## src/rtl/mmio_uart_pkg.sv

```systemverilog
// Shared types and constants for the memory-mapped UART transmitter.
package mmio_uart_pkg;

  typedef enum logic [1:0] {IDLE, START, DATA, STOP} tx_state_t;

  // Register select values (dataadr[3:2])
  localparam logic [1:0] OFF_TXDATA = 2'd0;
  localparam logic [1:0] OFF_STATUS = 2'd1;

  // STATUS register bit positions
  localparam int ST_EMPTY     = 0;
  localparam int ST_FULL      = 1;
  localparam int ST_BUSY      = 2;
  localparam int ST_OVERFLOW  = 3;
  localparam int ST_COUNT_LSB = 4;
  localparam int ST_COUNT_W   = 4;

endpackage

```

## src/rtl/mmio_uart_tx_fifo.sv

```systemverilog
// Small synchronous FIFO with first-word-fall-through output. A push into a
// full FIFO is still accepted when a pop happens on the same edge.
module sync_fifo #(
  parameter int WIDTH = 8,
  parameter int DEPTH = 4
) (
  input  logic                     clk,
  input  logic                     reset,
  input  logic                     push,
  input  logic [WIDTH-1:0]         din,
  input  logic                     pop,
  output logic [WIDTH-1:0]         dout,
  output logic                     empty,
  output logic                     full,
  output logic [$clog2(DEPTH):0]   count
);

  localparam int AW = $clog2(DEPTH);
  localparam int CW = AW + 1;

  logic [WIDTH-1:0] mem [DEPTH];
  logic [AW-1:0]    wr_ptr;
  logic [AW-1:0]    rd_ptr;
  logic             do_push;
  logic             do_pop;

  assign empty   = (count == '0);
  assign full    = (count == CW'(DEPTH));
  assign do_pop  = pop & ~empty;
  assign do_push = push & (~full | do_pop);
  assign dout    = mem[rd_ptr];

  // Storage array: written on accepted pushes, never reset
  always_ff @(posedge clk) begin
    if (do_push) mem[wr_ptr] <= din;
  end

  // Pointers and occupancy; pointers wrap naturally since DEPTH is a power of two
  always_ff @(posedge clk) begin
    if (reset) begin
      wr_ptr <= '0;
      rd_ptr <= '0;
      count  <= '0;
    end else begin
      if (do_push) wr_ptr <= wr_ptr + AW'(1);
      if (do_pop)  rd_ptr <= rd_ptr + AW'(1);
      case ({do_push, do_pop})
        2'b10:   count <= count + CW'(1);
        2'b01:   count <= count - CW'(1);
        default: count <= count;
      endcase
    end
  end

endmodule

```

## src/rtl/mmio_uart_tx.sv

```systemverilog
// Memory-mapped 8N1 UART transmitter: TXDATA pushes into a FIFO, STATUS
// reports FIFO/serializer state, and a four-state FSM drives the tx line.
module mmio_uart_tx
  import mmio_uart_pkg::*;
#(
  parameter logic [31:0] BASE_ADDR    = 32'h0000_0080,
  parameter int          CLKS_PER_BIT = 16,
  parameter int          FIFO_DEPTH   = 4
) (
  input  logic        clk,
  input  logic        reset,
  input  logic        memwrite,
  input  logic [31:0] dataadr,
  input  logic [31:0] writedata,
  output logic [31:0] readdata,
  output logic        hit,
  output logic        tx
);

  localparam int CW = $clog2(FIFO_DEPTH) + 1;
  localparam int BW = $clog2(CLKS_PER_BIT);

  logic [1:0]            sel;
  logic                  wr_en;
  logic                  push;
  logic                  ovf_clr;
  logic                  overflow;
  logic [7:0]            fifo_dout;
  logic                  fifo_empty;
  logic                  fifo_full;
  logic [CW-1:0]         fifo_count;
  logic                  fifo_pop;
  logic [ST_COUNT_W-1:0] count_field;
  logic [31:0]           status;
  logic                  unused_bits;

  tx_state_t             state, state_n;
  logic [BW-1:0]         baud_cnt, baud_n;
  logic [2:0]            bit_cnt, bit_n;
  logic [7:0]            shift, shift_n;
  logic                  baud_last;

  assign hit         = (dataadr[31:4] == BASE_ADDR[31:4]);
  assign sel         = dataadr[3:2];
  assign wr_en       = memwrite & hit;
  assign push        = wr_en & (sel == OFF_TXDATA);
  assign ovf_clr     = wr_en & (sel == OFF_STATUS) & writedata[3];
  assign count_field = ST_COUNT_W'(fifo_count);
  assign baud_last   = (baud_cnt == BW'(CLKS_PER_BIT - 1));
  assign unused_bits = ^{writedata[31:8], dataadr[1:0]};

  sync_fifo #(.WIDTH(8), .DEPTH(FIFO_DEPTH)) u_fifo (
    .clk   (clk),
    .reset (reset),
    .push  (push),
    .din   (writedata[7:0]),
    .pop   (fifo_pop),
    .dout  (fifo_dout),
    .empty (fifo_empty),
    .full  (fifo_full),
    .count (fifo_count)
  );

  // Sticky overflow: a dropped byte outranks a same-edge clear
  always_ff @(posedge clk) begin
    if (reset)                               overflow <= 1'b0;
    else if (push & fifo_full & ~fifo_pop)   overflow <= 1'b1;
    else if (ovf_clr)                        overflow <= 1'b0;
  end

  // STATUS word assembly and load-data mux
  always_comb begin
    status                                   = '0;
    status[ST_EMPTY]                         = fifo_empty;
    status[ST_FULL]                          = fifo_full;
    status[ST_BUSY]                          = (state != IDLE);
    status[ST_OVERFLOW]                      = overflow;
    status[ST_COUNT_LSB +: ST_COUNT_W]       = count_field;
    readdata                                 = '0;
    if (hit && sel == OFF_STATUS) readdata = status;
  end

  // Serializer state register
  always_ff @(posedge clk) begin
    if (reset) begin
      state    <= IDLE;
      baud_cnt <= '0;
      bit_cnt  <= '0;
      shift    <= '0;
    end else begin
      state    <= state_n;
      baud_cnt <= baud_n;
      bit_cnt  <= bit_n;
      shift    <= shift_n;
    end
  end

  // Serializer next-state, FIFO pop and line level
  always_comb begin
    state_n  = state;
    baud_n   = baud_cnt;
    bit_n    = bit_cnt;
    shift_n  = shift;
    fifo_pop = 1'b0;
    tx       = 1'b1;
    unique case (state)
      IDLE: begin
        if (!fifo_empty) begin
          fifo_pop = 1'b1;
          shift_n  = fifo_dout;
          baud_n   = '0;
          state_n  = START;
        end
      end
      START: begin
        tx = 1'b0;
        if (baud_last) begin
          baud_n  = '0;
          bit_n   = '0;
          state_n = DATA;
        end else begin
          baud_n = baud_cnt + BW'(1);
        end
      end
      DATA: begin
        tx = shift[0];
        if (baud_last) begin
          baud_n  = '0;
          shift_n = {1'b0, shift[7:1]};
          if (bit_cnt == 3'd7) state_n = STOP;
          else                 bit_n   = bit_cnt + 3'd1;
        end else begin
          baud_n = baud_cnt + BW'(1);
        end
      end
      STOP: begin
        if (baud_last) begin
          baud_n = '0;
          // Chain straight into the next frame when a byte is waiting
          if (!fifo_empty) begin
            fifo_pop = 1'b1;
            shift_n  = fifo_dout;
            state_n  = START;
          end else begin
            state_n = IDLE;
          end
        end else begin
          baud_n = baud_cnt + BW'(1);
        end
      end
      default: state_n = IDLE;
    endcase
  end

endmodule

```

## config.mk

```make
export PLATFORM = sky130hd
export DESIGN_NAME = mmio_uart_tx
export DESIGN_NICKNAME = d
export VERILOG_FILES = /design/src/rtl/mmio_uart_pkg.sv /design/src/rtl/mmio_uart_tx_fifo.sv /design/src/rtl/mmio_uart_tx.sv
export SDC_FILE = /design/constraint.sdc
export NUM_CORES = 1
export LEC_CHECK = 0
export BUFFER_PORTS_ARGS = -buffer_cell sky130_fd_sc_hd__buf_2
export CAP_MARGIN = 40
export CORE_MARGIN = 2
export CORE_UTILIZATION = 45
export DETAILED_ROUTE_END_ITERATION = 8
export PLACE_DENSITY_LB_ADDON = 0.1
export SYNTH_ARGS = -nofsm -noshare
export SYNTH_HDL_FRONTEND = slang
export SYNTH_HIERARCHICAL = 1
export SYNTH_SLANG_ARGS = --single-unit
```

## constraint.sdc

```tcl
create_clock -name clk -period 2.8 [get_ports clk]
set_input_delay 0.28 -clock clk [delete_from_list [all_inputs] [get_ports clk]]
set_output_delay 0.28 -clock clk [all_outputs]
set_load 0.005 [all_outputs]
```

==> results of run 1 <==
[final timing paths]
path                              startpoint          endpoint  slack, ps  cells after the start
worst min-delay path            writedata[4]  u_fifo/mem[2][4]        160                      1
worst max register to register   baud_cnt[0]   u_fifo/count[2]        100                     14
worst max-delay path             baud_cnt[0]   u_fifo/count[2]        100                     14
worst min register to register      shift[7]          shift[7]        480                      2
[routing by layer]
metal | global-route usage (%) | up-vias
li1 | - | 1033
met1 | 20.8 | 954
met2 | 24.4 | 28
met3 | 4.43 | 6
met4 | 6.06 | 0
met5 | 0 | -
[power groups by stage]
stage / combinational, mW / clock [mW] / sequential [mW]
after floorplan: 0.153 / 0 / 0.947
final: 0.220 / 0.755 / 0.925
after global routing: 0.244 / 0.814 / 0.926
after CTS: 0.214 / 0.776 / 0.925
after global placement: 0.209 / 0 / 0.945
after detailed placement: 0.213 / 0 / 0.945
[logic make-up (layout without fill, tap and decap cells)]
| group | Yosys count | in the layout | synth area share (%) |
|---|---|---|---|
| compound gates | 33 | 33 | 7.84 |
| other cells | 1 | 25 | 0.125 |
| flops | 59 | 59 | 50.1 |
| mux | 20 | 20 | 10.2 |
| xor+xnor | 3 | 3 | 0.876 |
| buf+inv | 47 | 97 | 9.26 |
| fa+ha+maj | 14 | 14 | 6.09 |
| simple gates | 84 | 84 | 15.6 |
[critical path, cell delays in order, from the launching register on]
cell and delay (ps):
sky130_fd_sc_hd__dfxtp_2 340, sky130_fd_sc_hd__ha_1 220, sky130_fd_sc_hd__and3_4 190, sky130_fd_sc_hd__a21oi_2 150, sky130_fd_sc_hd__nor3_2 70, sky130_fd_sc_hd__buf_4 150
sky130_fd_sc_hd__inv_1 60, sky130_fd_sc_hd__a21boi_2 60, sky130_fd_sc_hd__inv_1 70, sky130_fd_sc_hd__ha_2 180, sky130_fd_sc_hd__inv_1 50, sky130_fd_sc_hd__fa_1 370
sky130_fd_sc_hd__xor2_1 170, sky130_fd_sc_hd__or3_2 430, sky130_fd_sc_hd__a21oi_2 140
[area by class of cell]
class,instances,area share (%)
Clock buffer,10,3.59
Clock inverter,6,1.83
Inverter,13,1.37
Multi-Input combinational cell,179,37.4
Sequential cell,59,42.2
Tap cell,77,2.71
Timing Repair Buffer,68,10.9
[state kept, by name, summed over array words and instances (netlist names), named ones only]
signal	count
overflow	1
u_fifo/rd_ptr	2
shift	8
u_fifo/count	3
bit_cnt	3
u_fifo/mem	32
baud_cnt	4
state	2
u_fifo/wr_ptr	2
[timing repair]
action / 4_1_cts / 5_1_grt
setup endpoints to repair: 0 / 1
resized for setup: 0 / 6
hold buffers: 0 / 0
[cells in the final DEF, fill, tap and decap left out, drive strengths merged, types with 5 or more instances in the layout]
cell     n
a211oi   9
a21oi   12
and2    12
buf     68
clkbuf  10
conb    25
dfxtp   27
edfxtp  32
ha      13
inv     14
mux2i   11
mux4     8
nand2b   6
nand3    6
nor2    28
nor4     8
o21ai    5
[metrics by stage]
stage | hold WS (ps) | setup slack, ps | std cells
final | 163 | 104 | 412
after global routing | 147 | 22.7 | 412
after CTS | 142 | 34.5 | 412
after detailed placement | 473 | -120 | 396
after global placement | 468 | -87.0 | 396
after floorplan | 379 | 3.32 | 285
==> impl_summary.md, run 1 <==
Floorplanning
Measured along the x axis, the die boundary spans 85.6 µm. The cell row count is 29. The count of boundary I/O pins is 101. The initial utilization of the core area, before any placement, comes to 47.0%. The y dimension of the die is 85.6 µm. The standard cell core area is 6390 µm². The die covers 7330 µm².

Placed design
Once detailed placement completed, the half-perimeter wirelength came to 4000 µm. The number of port buffers is 49. The routability-driven placement congestion ratio is roughly 0.77. Once placement finished, the instance area stood at about 3300 µm².

Global routing
The via count of the first global-routing pass is 1,825. The number of antenna violations at the first check in global routing came to 0. After global routing the overflow that remains totals 0. The first global-routing pass estimated 8810 µm of wire. The maximum number of pins on one net before global-route repair is 31. In the global route stage, overall resource usage came out at 15.6%.

Route
The routed via count is 2,021. The top layer reached by signal wires is met4. The final wirelength is roughly 5500 µm. The total length of routed met2 wires is approximately 2600 µm. The vias per cell is 4.91. After detailed routing, the met3 layer carries 177 µm of wire. The number of DRC violations after detailed routing is 0. The length of routed wiring on met1 is 2640 µm.

The detail route stage leaves a number of antenna-violating nets equal to 0. The average routed wire per standard cell is 13.4 µm. The first-pass detailed-route iteration total is 4. The initial detailed-routing violation count is 47.

Final layout
The area used by sequential logic in the layout is 1500 µm². The number of antenna diodes in the final layout is 0. Compared with the post-synthesis result, the final layout area differs by 18.6%.

The combined area of the multi-input logic cells is around 1300 µm². The share of final-layout standard cells stronger than drive strength 1 is 32.5%. The core utilization of the finished layout is approximately 56%. The area of all placed cells without fillers is roughly 3600 µm². The layout filler cell count is 574. At the end of the flow, the number of nets in the layout was roughly 400.

Clock tree
The clock root buffer is sky130_fd_sc_hd__clkbuf_8. The number of H-tree levels is 3. The maximum clock path buffer count is 2.

CTS saw 59 sinks. Clock tree synthesis inserted a total of 9 buffers. Buffers added to address setup during post-CTS repair amount to 0. TritonCTS built the clock tree. The clock transition at the registers of the reported paths is 70 ps. The clock reaches the later pin of the worst-skew pair after 330 ps.

Min path
The class of the tightest hold or removal check is primary input to flop.

Pwr
In this run, flip-flops and latches consume 48.7% of the power. In this run the static leakage power is ~1.4 nW. The power dissipated by switching net loads is 0.474 mW. Total power for the finished layout comes to around 1.9 mW. In this run the power density over the cells is 534 nW/µm².

The share of power burned in the clock network is 39.7%. Per report_power, the combinational group accounts for 11.6% of the total. The cell-internal power is 1.43 mW. The switching fraction of total power is 24.9%. The peak supply drop is 0.311 mV.

Critical path
At the worst endpoint, the arrival time is 2960 ps. The critical path capture point type is a flop. The critical path startpoint category is a flop.

The endpoint required time on the critical path is 3060 ps. The classification of the worst setup path is flop to flop. In this run the worst path has a maximum fanout of 4.

Logic synthesis
Yosys attributes the largest share of cell area to sky130_fd_sc_hd__edfxtp_1 (32%), sky130_fd_sc_hd__dfxtp_1 (18%), sky130_fd_sc_hd__buf_4 (6.5%), sky130_fd_sc_hd__mux4_2 (6.0%), sky130_fd_sc_hd__ha_1 (5.4%). The synthesized area is between 2000 and 3000 µm². The number of flip-flops and latches in the synthesized netlist is between 50 and 60. Ranked by instance count, the synthesized netlist is headed by sky130_fd_sc_hd__edfxtp_1 (32), sky130_fd_sc_hd__nor2_1 (28), sky130_fd_sc_hd__dfxtp_1 (27). sky130_fd_sc_hd__edfxtp_1 takes more of the synthesized area than any other cell. The Yosys step of the flow raised 6 warnings.

For this run, the leading register cell type out of synthesis is sky130_fd_sc_hd__edfxtp_1. The number of synthesized flops with an enable pin is 32. Averaged over all synthesized cells, the footprint is between 10 and 15 µm².

The number of distinct library cells after synthesis is 44. The fraction of the yosys area taken by sequential cells is between 50% and 60%. The cell with the most instances after synthesis is sky130_fd_sc_hd__edfxtp_1. After synthesis, the largest area contributor takes up 32.0% of total cell area. After synthesis, the share of flip-flops with an asynchronous set or reset is 0%. The count of mapped cells out of synthesis is approximately 260.

Timing
For the pin with the worst max-slew slack, the measured transition is between 600 and 700 ps. Measured against its own limit, the worst slew margin works out to approximately 58%. The number of failing hold endpoints at the final stage is 0. The final-report max-slew violation count is 0. The worst path in the final design needs a cycle of between 2000 and 3000 ps, including I/O delays and setup. The setup TNS is 0 ps. Derived from the worst setup path, the maximum achievable clock frequency is 0.371 GHz. Setup repair after global routing left no endpoint under its margin. The final period utilization is 96.3%. The worst clock skew on the final layout is 6.70 ps.

Setup violations remaining at the end of the flow were counted as 0.

Run status
The flow ran to the end, and the final reports show no timing, DRC or antenna violations.

Job
The total of max-cap violations is 0.
(Power assumes the default switching activity.)
==> run 2, diff against run 1 <==
--- a/config.mk
+++ b/config.mk
@@ -8,10 +8,9 @@
 export BUFFER_PORTS_ARGS = -buffer_cell sky130_fd_sc_hd__buf_2
 export CAP_MARGIN = 40
 export CORE_MARGIN = 2
-export CORE_UTILIZATION = 45
+export CORE_UTILIZATION = 46
 export DETAILED_ROUTE_END_ITERATION = 8
 export PLACE_DENSITY_LB_ADDON = 0.1
 export SYNTH_ARGS = -nofsm -noshare
 export SYNTH_HDL_FRONTEND = slang
-export SYNTH_HIERARCHICAL = 1
 export SYNTH_SLANG_ARGS = --single-unit
==> run 2 against run 1 <==
Effect of this change: count of clock-buffer cells in the layout fell by 1; first-iteration DRC count rose by 43%; worst hold slack about the same; via count shrank 1.3%; sequential power increased by 0.4%; total power fell by 1.3%; non-clock buffer count fell by 12; worst setup slack improved by 71 ps; design area fell by 2.8%.
==> impl_summary.md, run 2 <==
Global routing
The via count of the first global-routing pass was 1,885. The global-route wire length before repair is 8940 µm. The number of antenna violations at the first check in global routing is 0. Global routing consumed, over all layers together, 16.1% of the routing resources. The maximum number of pins on one net before global-route repair is 27. For this run the aggregate overflow at the end of global routing stands at 0.

Floorplanning
The starting density of the core is 47.4%. The floorplan step set the die height to 84.9 µm. Pin placement for this block handled 101 I/O pins. In this run the core area contains 29 standard-cell rows. The total area inside the core boundary comes to 6350 µm². The x dimension of the die is approximately 85 µm. The die covers a little over 7000 µm².

Critical path
Walking the worst path, the cells encountered are ha_2, a41oi_1, o211a_1, nor3_2, inv_1, ha_1, fa_1, xnor2_1, or3_1, a21oi_1. In this design, the stage delay of the slowest critical-path cell is just under 400 ps. The number of cells traversed by the worst register-to-register path is 10. The classification of the worst setup path is flop to flop. In this run the worst path has a maximum fanout of 5. For flop-to-flop paths, the worst setup slack is approximately 180 ps. The capture point of the worst reg-to-reg path is u_fifo.count[2]. The worst setup path is captured at a flop.

The worst register-to-register path begins at baud_cnt[0]. STA classifies the critical path startpoint as a flop. The slowest stage of the critical path is the sky130_fd_sc_hd__fa_1 cell. For the worst setup path, the data arrival time is 2880 ps. STA puts the critical path data required time at 3060 ps.

Logic synthesis
The synthesized netlist contains 47 unique library cells. Synthesis inferred 59 register bits. The commonest cells after synthesis are sky130_fd_sc_hd__edfxtp_1 (32), sky130_fd_sc_hd__dfxtp_1 (27), sky130_fd_sc_hd__buf_4 (26). The fraction of the yosys area taken by sequential cells is 49.9%. The library cell occupying the most area in the post-synthesis netlist is sky130_fd_sc_hd__edfxtp_1.

The top flip-flop cell by instance count after synthesis is sky130_fd_sc_hd__edfxtp_1. The number of synthesized flops with an enable pin is 32. The per-instance average area after synthesis is 12.1 µm².

During synthesis, Yosys emitted a total of 0 warnings. The portion of synthesized cell area occupied by the leading cell type is 31.9%. The count of mapped cells out of synthesis is 248. By area the synthesized netlist is led by sky130_fd_sc_hd__edfxtp_1 (32%), sky130_fd_sc_hd__dfxtp_1 (18%), sky130_fd_sc_hd__buf_4 (6.5%), sky130_fd_sc_hd__mux4_2 (6.0%), sky130_fd_sc_hd__ha_1 (5.4%). The cell with the most instances after synthesis is sky130_fd_sc_hd__edfxtp_1. Of all flip-flops after synthesis, the portion carrying an async set or reset was 0%. In this run the cell area of the synthesized design comes to 3010 µm².

Clock tree
The source-to-sink clock delay at the later pin of the worst-skew pair is 330 ps. The maximum clock path buffer count is 2. The CTS tree is yes. The root buffer cell chosen for the clock tree is sky130_fd_sc_hd__clkbuf_8.

The clock drives 59 sinks. The number of H-tree levels is 3. After clock tree synthesis, the clock-pin slew on the worst setup and hold paths is ~70 ps. Buffers inserted to repair hold after CTS numbered 0. Counting the buffers created by CTS gives 9.

Final layout
The top cell types in the final layout, fill and taps aside, are sky130_fd_sc_hd__buf_2 (49), sky130_fd_sc_hd__edfxtp_1 (32), sky130_fd_sc_hd__dfxtp_1 (25), sky130_fd_sc_hd__conb_1 (25), sky130_fd_sc_hd__nor2_1 (20). The flip-flop count of the largest register, all copies and words added is 32. In the final layout, flip-flops and latches occupy approximately 1500 µm². The commonest non-fill, non-tap cell in the layout is sky130_fd_sc_hd__buf_2. The post-route netlist has 30.6% of its cells at a drive strength greater than 1. Summing all multi-input logic gate instances after layout gives 1350 µm². Ranked by flip-flop count, first place goes to u_fifo.mem. In the final layout, the registers with the most flip-flops are u_fifo.mem (32), shift (8), baud_cnt (4).

The layout filler cell count is between 500 and 600. 0 antenna diodes ended up in the layout. The net count of the finished layout is just under 400. The area overhead of the layout relative to synthesis is 14.9%. The core utilization of the finished layout is a little over half.

Timing
The clock period could shrink to 2620 ps. The final critical path takes up 93.7% of the cycle. The setup TNS is 0 ps. Setup violations remaining at the end of the flow were counted as 0. The final-report max-slew violation count came to 0. The worst clock skew on the final layout is 5.74 ps. Setup repair after global routing left no endpoint under its margin. The worst slew margin relative to its limit is around 54%.

The number of failing hold endpoints at the final stage came to 0. For the pin with the worst max-slew slack, the measured transition is 695 ps. Based on the critical path, the design can be clocked at up to approximately 0.38 GHz. The worst-case hold slack is about 160 ps.

Min path
The min-delay analysis places its worst path in the category primary input to flop. The worst hold path depth is 1. The startpoint of the tightest hold check path is writedata[4]. The worst hold path terminates at u_fifo.mem[2][4].

Pwr
The peak supply drop is approximately 0.42 mV. The total power is approximately 1.9 mW. The leakage power of the design is roughly 1.4 nW. For this design the ratio of total power to cell area is 542 nW/µm².

Route
The number of DRC violations after detailed routing is 0. The average routed wire per standard cell is 13.9 µm. The pre-antenna-repair detailed-routing pass consisted of 4 iterations. In this run, the number of DRC markers left after iteration 0 of detailed routing was 67.

The residual antenna-violating net count after detailed routing is 0. The vias per cell is around 5.2. The final layout contains routed wiring with a total length of ~5400 µm. Across all layers, the routed design uses 1,994 vias.

Job
The tool flagged a number of max-cap violations equal to 0.

Run status
The flow ran to the end, and the final reports show no timing, DRC or antenna violations.

Placed design
Input and output buffers added on the ports amount to just under 50. The half-perimeter wire length after detailed placement is 3810 µm. At the end of routability-driven placement, the weighted congestion stood at 0.730.
## run 2: power breakdown
part | internal [mW] | leakage, nW | switching [mW] | total, mW
clock | 0.407 | 0.0966 | 0.332 | 0.739
sequential | 0.921 | 0.506 | 0.00880 | 0.929
combinational | 0.0871 | 0.762 | 0.120 | 0.207
## run 2: what timing repair did
item	4_1_cts	5_1_grt
setup endpoints to repair	0	1
setup buffers	0	1
gates resized for setup	0	4
## run 2: layer usage
metal / wire length (µm) / global-route usage [%] / vias up
met2: 2690 / 26.8 / 64
met1: 2360 / 20.0 / 931
met4: 36 / 4.76 / 0
met3: 286 / 5.54 / 2
met5: 0 / 0 / -
li1: - / - / 997
## run 2: logic make-up (layout without fill, tap and decap cells)
logic type      Yosys count  after routing  synth area share [%]
compound gates           38             38                  9.02
mux                      16             16                  8.65
xor+xnor                  4              4                  1.16
other cells               1             25                 0.125
simple gates             76             76                  16.5
buf+inv                  40             78                  8.57
fa+ha+maj                14             14                  6.07
flops                    59             59                  49.9
## run 2: area by class of cell
class	instances	area share [%]
inverters	6	0.651
flip-flops and latches	59	43.5
clock buffers	9	3.58
multi-input cells	173	38.9
clock inverters	7	1.99
well taps	77	2.79
repair buffers	56	8.61
## run 2: critical path, delay by kind of cell, from the launching register on
family / cells / cell delay [ps]
flops: 1 / 380
xor+xnor: 1 / 140
compound gates: 3 / 610
buf+inv: 1 / 70
fa+ha+maj: 3 / 840
simple gates: 2 / 530
## run 2: worst max-delay path by stage
stage	depth (start not counted)	start	slack, ps	end
global route	10	baud_cnt[0]	9	u_fifo.count[2]
global placement	10	state[1]	190	u_fifo.count[2]
finish	10	baud_cnt[0]	180	u_fifo.count[2]
detailed placement	10	state[0]	150	u_fifo.count[2]
CTS	10	state[0]	130	u_fifo.count[2]
floorplan	10	state[0]	270	u_fifo.count[2]
## run 2: metrics by stage
stage	setup slack, ps	std cells	instance area, µm²
global placement	190	370	3250
global route	8.95	387	3460
finish	175	387	3460
CTS	132	386	3440
detailed placement	154	370	3250
floorplan	272	272	3100
==> run 3, diff against run 2 <==
--- a/config.mk
+++ b/config.mk
@@ -8,7 +8,8 @@
 export BUFFER_PORTS_ARGS = -buffer_cell sky130_fd_sc_hd__buf_2
 export CAP_MARGIN = 40
 export CORE_MARGIN = 2
-export CORE_UTILIZATION = 46
+export CORE_UTILIZATION = 47
+export CTS_BUF_LIST = sky130_fd_sc_hd__clkbuf_2
 export DETAILED_ROUTE_END_ITERATION = 8
 export PLACE_DENSITY_LB_ADDON = 0.1
 export SYNTH_ARGS = -nofsm -noshare
==> run 3 against run 2 <==
Effect of this change: combinational power is 3% higher; worst hold slack got worse by 80 ps; register-to-register slack about the same; design area hardly changed; critical path depth did not move; sequential power barely moved; total power is 10% lower; routed wire length decreased by 3.1%; die area decreased by 2.0%; flip-flop and latch count did not move; clock power down 27%; fmax grew 0.32%; critical endpoint unchanged.
==> impl_summary.md, run 3 (synthesis results as in run 2) <==
Route
The first detailed-routing pass took 4 iterations. The initial detailed-routing violation count is 45. After detailed routing, the number of remaining DRC violations is 0. The residual antenna-violating net count after detailed routing is 0. The average routed wire per standard cell is 13.2 µm. Dividing the detail-routed via count by the number of cells gives 5.12.

The routed layout has between 2,000 and 2,500 vias. After detailed routing, the total wire length is about 5200 µm.

Final layout
The area overhead of the layout relative to synthesis is 14.9%. Leaving out fill and tap cells, the most frequent cell in the layout is sky130_fd_sc_hd__buf_2. The core utilization of the finished layout is 55.1%.

The layout filler cell count is 567. The number of nets in the final layout is 393. Leaving out fill and tap cells, the most frequent cells in the layout are sky130_fd_sc_hd__buf_2 (49), sky130_fd_sc_hd__edfxtp_1 (32), sky130_fd_sc_hd__conb_1 (25), sky130_fd_sc_hd__dfxtp_1 (23), sky130_fd_sc_hd__nor2_1 (20).

The area used by sequential logic in the layout is ~1500 µm². The largest registers in the layout are u_fifo.mem (32), shift (8), baud_cnt (4). The share of final-layout standard cells stronger than drive strength 1 is 30.6%. Counting flops per register, the top entry is u_fifo.mem. The antenna diode count is 0. The multi-input combinational cells in the finished layout cover a total of approximately 1300 µm². The register with the most flip-flops in the layout has 32 of them.

Floorplanning
From bottom edge to top edge, the die measures 84.0 µm. The die covers a little over 7000 µm². Row generation in the floorplan step produced 29 rows. The standard cell core area is about 6300 µm².

The starting density of the core is 47.9%. The count of boundary I/O pins is 101. The die is 84.0 µm wide.

Global routing
The via count of the first global-routing pass came to between 1,500 and 2,000. Entering global routing, the biggest net connects 27 pins. The global-route wire length before repair is a little over 9000 µm.

The overall routing resource usage is 16.3%. The number of antenna violations at the first check in global routing is 0. The total overflow reported by the global router is 0.

Min path
The worst hold path terminates at u_fifo.mem[0][3]. The worst hold path depth is 1. The worst hold path begins at writedata[3]. The worst hold path belongs to the class primary input to flop.

Critical path
The setup path with the least slack is of type flop to flop. The gate family responsible for the most delay along the worst path is adder cells. The number of cells traversed by the worst register-to-register path is 10.

In this run the worst path has a maximum fanout of 5. The arrival time reported for the critical path endpoint is 3000 ps. Traced cell by cell, the critical path runs through ha_2, a41oi_1, o211a_1, nor3_2, inv_1, ha_1, fa_1, xnor2_1, or3_1, a21oi_1. The start of the worst register-to-register path is baud_cnt[0]. The register-to-register path setup slack is 180 ps. The endpoint required time on the critical path is 3190 ps. The slowest stage of the critical path belongs to the cell sky130_fd_sc_hd__dfxtp_2.

The maximum single-stage delay on the critical path is 400 ps. The worst path buffer plus inverter count is 1. The critical path capture point type is a flop. STA classifies the critical path startpoint as a flop. The capture point of the worst reg-to-reg path is u_fifo.count[2].

Clock tree
The number of clock buffers added by TritonCTS is 9. The root buffer cell chosen for the clock tree is sky130_fd_sc_hd__clkbuf_2. For the worst-skew pair, the clock arrives at the later sink with an insertion delay of 470 ps.

The number of H-tree levels is 3. The post-CTS setup repair buffer count is 0. Counting along the longest clock path gives a buffer depth of 2. For this design, the sink count on the clock tree is 59. The CTS tree is yes.

The clock transition at the registers of the reported paths is 210 ps.

Timing
Adding up every negative setup slack in the final design gives 0 ps. The number of failing hold endpoints at the final stage is 0. Across the routed clock network, the largest skew measured is 40.5 ps. At the pin with the least slew margin, the transition time is 678 ps. Setup repair after global routing left no endpoint under its margin. The final-report max-slew violation count is 0. The final period utilization is 93.4%.

Based on the critical path, the design can be clocked at up to 0.382 GHz. The final critical path time including I/O delays and setup is 2620 ps. Measured against its own limit, the worst slew margin works out to 54.8%.

Setup violations remaining at the end of the flow were counted as 0.

Pwr
Power spread over the standard cell area amounts to 487 nW/µm². IR analysis of the VDD net gives a maximum drop of 0.400 mV. The leakage power of the design is 1.37 nW.

Placed design
In this run the tool buffered the top-level ports with 49 buffer cells. The half-perimeter wire length after detailed placement is roughly 3800 µm. Routability-driven placement finished with a final weighted congestion of 0.739.

Job
Across the run, the number of max-cap violations was 0.

Run status
The run finished with clean final reports.
==> run 3: cell count changes in the layout (fill, tap and decap cells not counted) <==
cell / before / now
sky130_fd_sc_hd__clkbuf_2: 0 / 9
sky130_fd_sc_hd__clkbuf_8: 9 / 0
sky130_fd_sc_hd__dlygate4sd3_1: 0 / 7
sky130_fd_sc_hd__dfxtp_1: 25 / 23
sky130_fd_sc_hd__dfxtp_2: 2 / 4
sky130_fd_sc_hd__clkinv_1: 1 / 0
sky130_fd_sc_hd__clkinv_2: 2 / 1
sky130_fd_sc_hd__clkinvlp_4: 1 / 2
sky130_fd_sc_hd__ha_1: 11 / 12
sky130_fd_sc_hd__ha_2: 2 / 1
sky130_fd_sc_hd__inv_6: 0 / 1
==> run 3: power breakdown <==
part | switching [mW] | internal (mW)
Sequential | 0.00785 | 0.921
Combinational | 0.119 | 0.0938
Clock | 0.330 | 0.210
Total | 0.457 | 1.22
==> run 3: how the worst max path moves through the flow <==
stage / from / end / slack, ps / cells past startpoint
floorplan: state[0] / u_fifo.count[2] / 270 / 10
global placement: state[1] / u_fifo.count[2] / 200 / 10
detailed placement: state[0] / u_fifo.count[2] / 170 / 10
CTS: baud_cnt[0] / u_fifo.count[2] / 120 / 10
global route: state[0] / u_fifo.count[2] / 10 / 11
finish: baud_cnt[0] / u_fifo.count[2] / 180 / 10
==> run 3: area by class of cell <==
cell class	count	area share [%]
repair buffers	63	10.6
well taps	77	2.79
clock inverters	7	2.21
multi-input cells	173	38.8
flip-flops and latches	59	43.6
inverters	6	0.651
clock buffers	9	1.30
==> run 3: routing by layer <==
metal	global-route usage, %	routed length [µm]
met3	4.55	217
met5	0	0
met4	5.72	45
met1	20.6	2410
met2	26.9	2530
==> run 3: metrics by stage <==
stage	instance area [µm²]	instances	setup WS [ps]	hold WS (ps)	power, mW
after detailed placement	3260	371	170	450	1.15
after global placement	3260	371	203	443	1.15
after global routing	3460	394	10.1	19.6	1.77
final	3460	394	184	83.3	1.68
after CTS	3450	394	118	40.5	1.71
after floorplan	3100	272	272	379	1.09
==> run 3: repair_timing <==
| action | 4_1_cts | 5_1_grt |
|---|---|---|
| endpoints found under the hold margin | 24 | 0 |
| resized for setup | 0 | 5 |
| hold buffers | 7 | 0 |
| endpoints found under the setup margin | 0 | 1 |
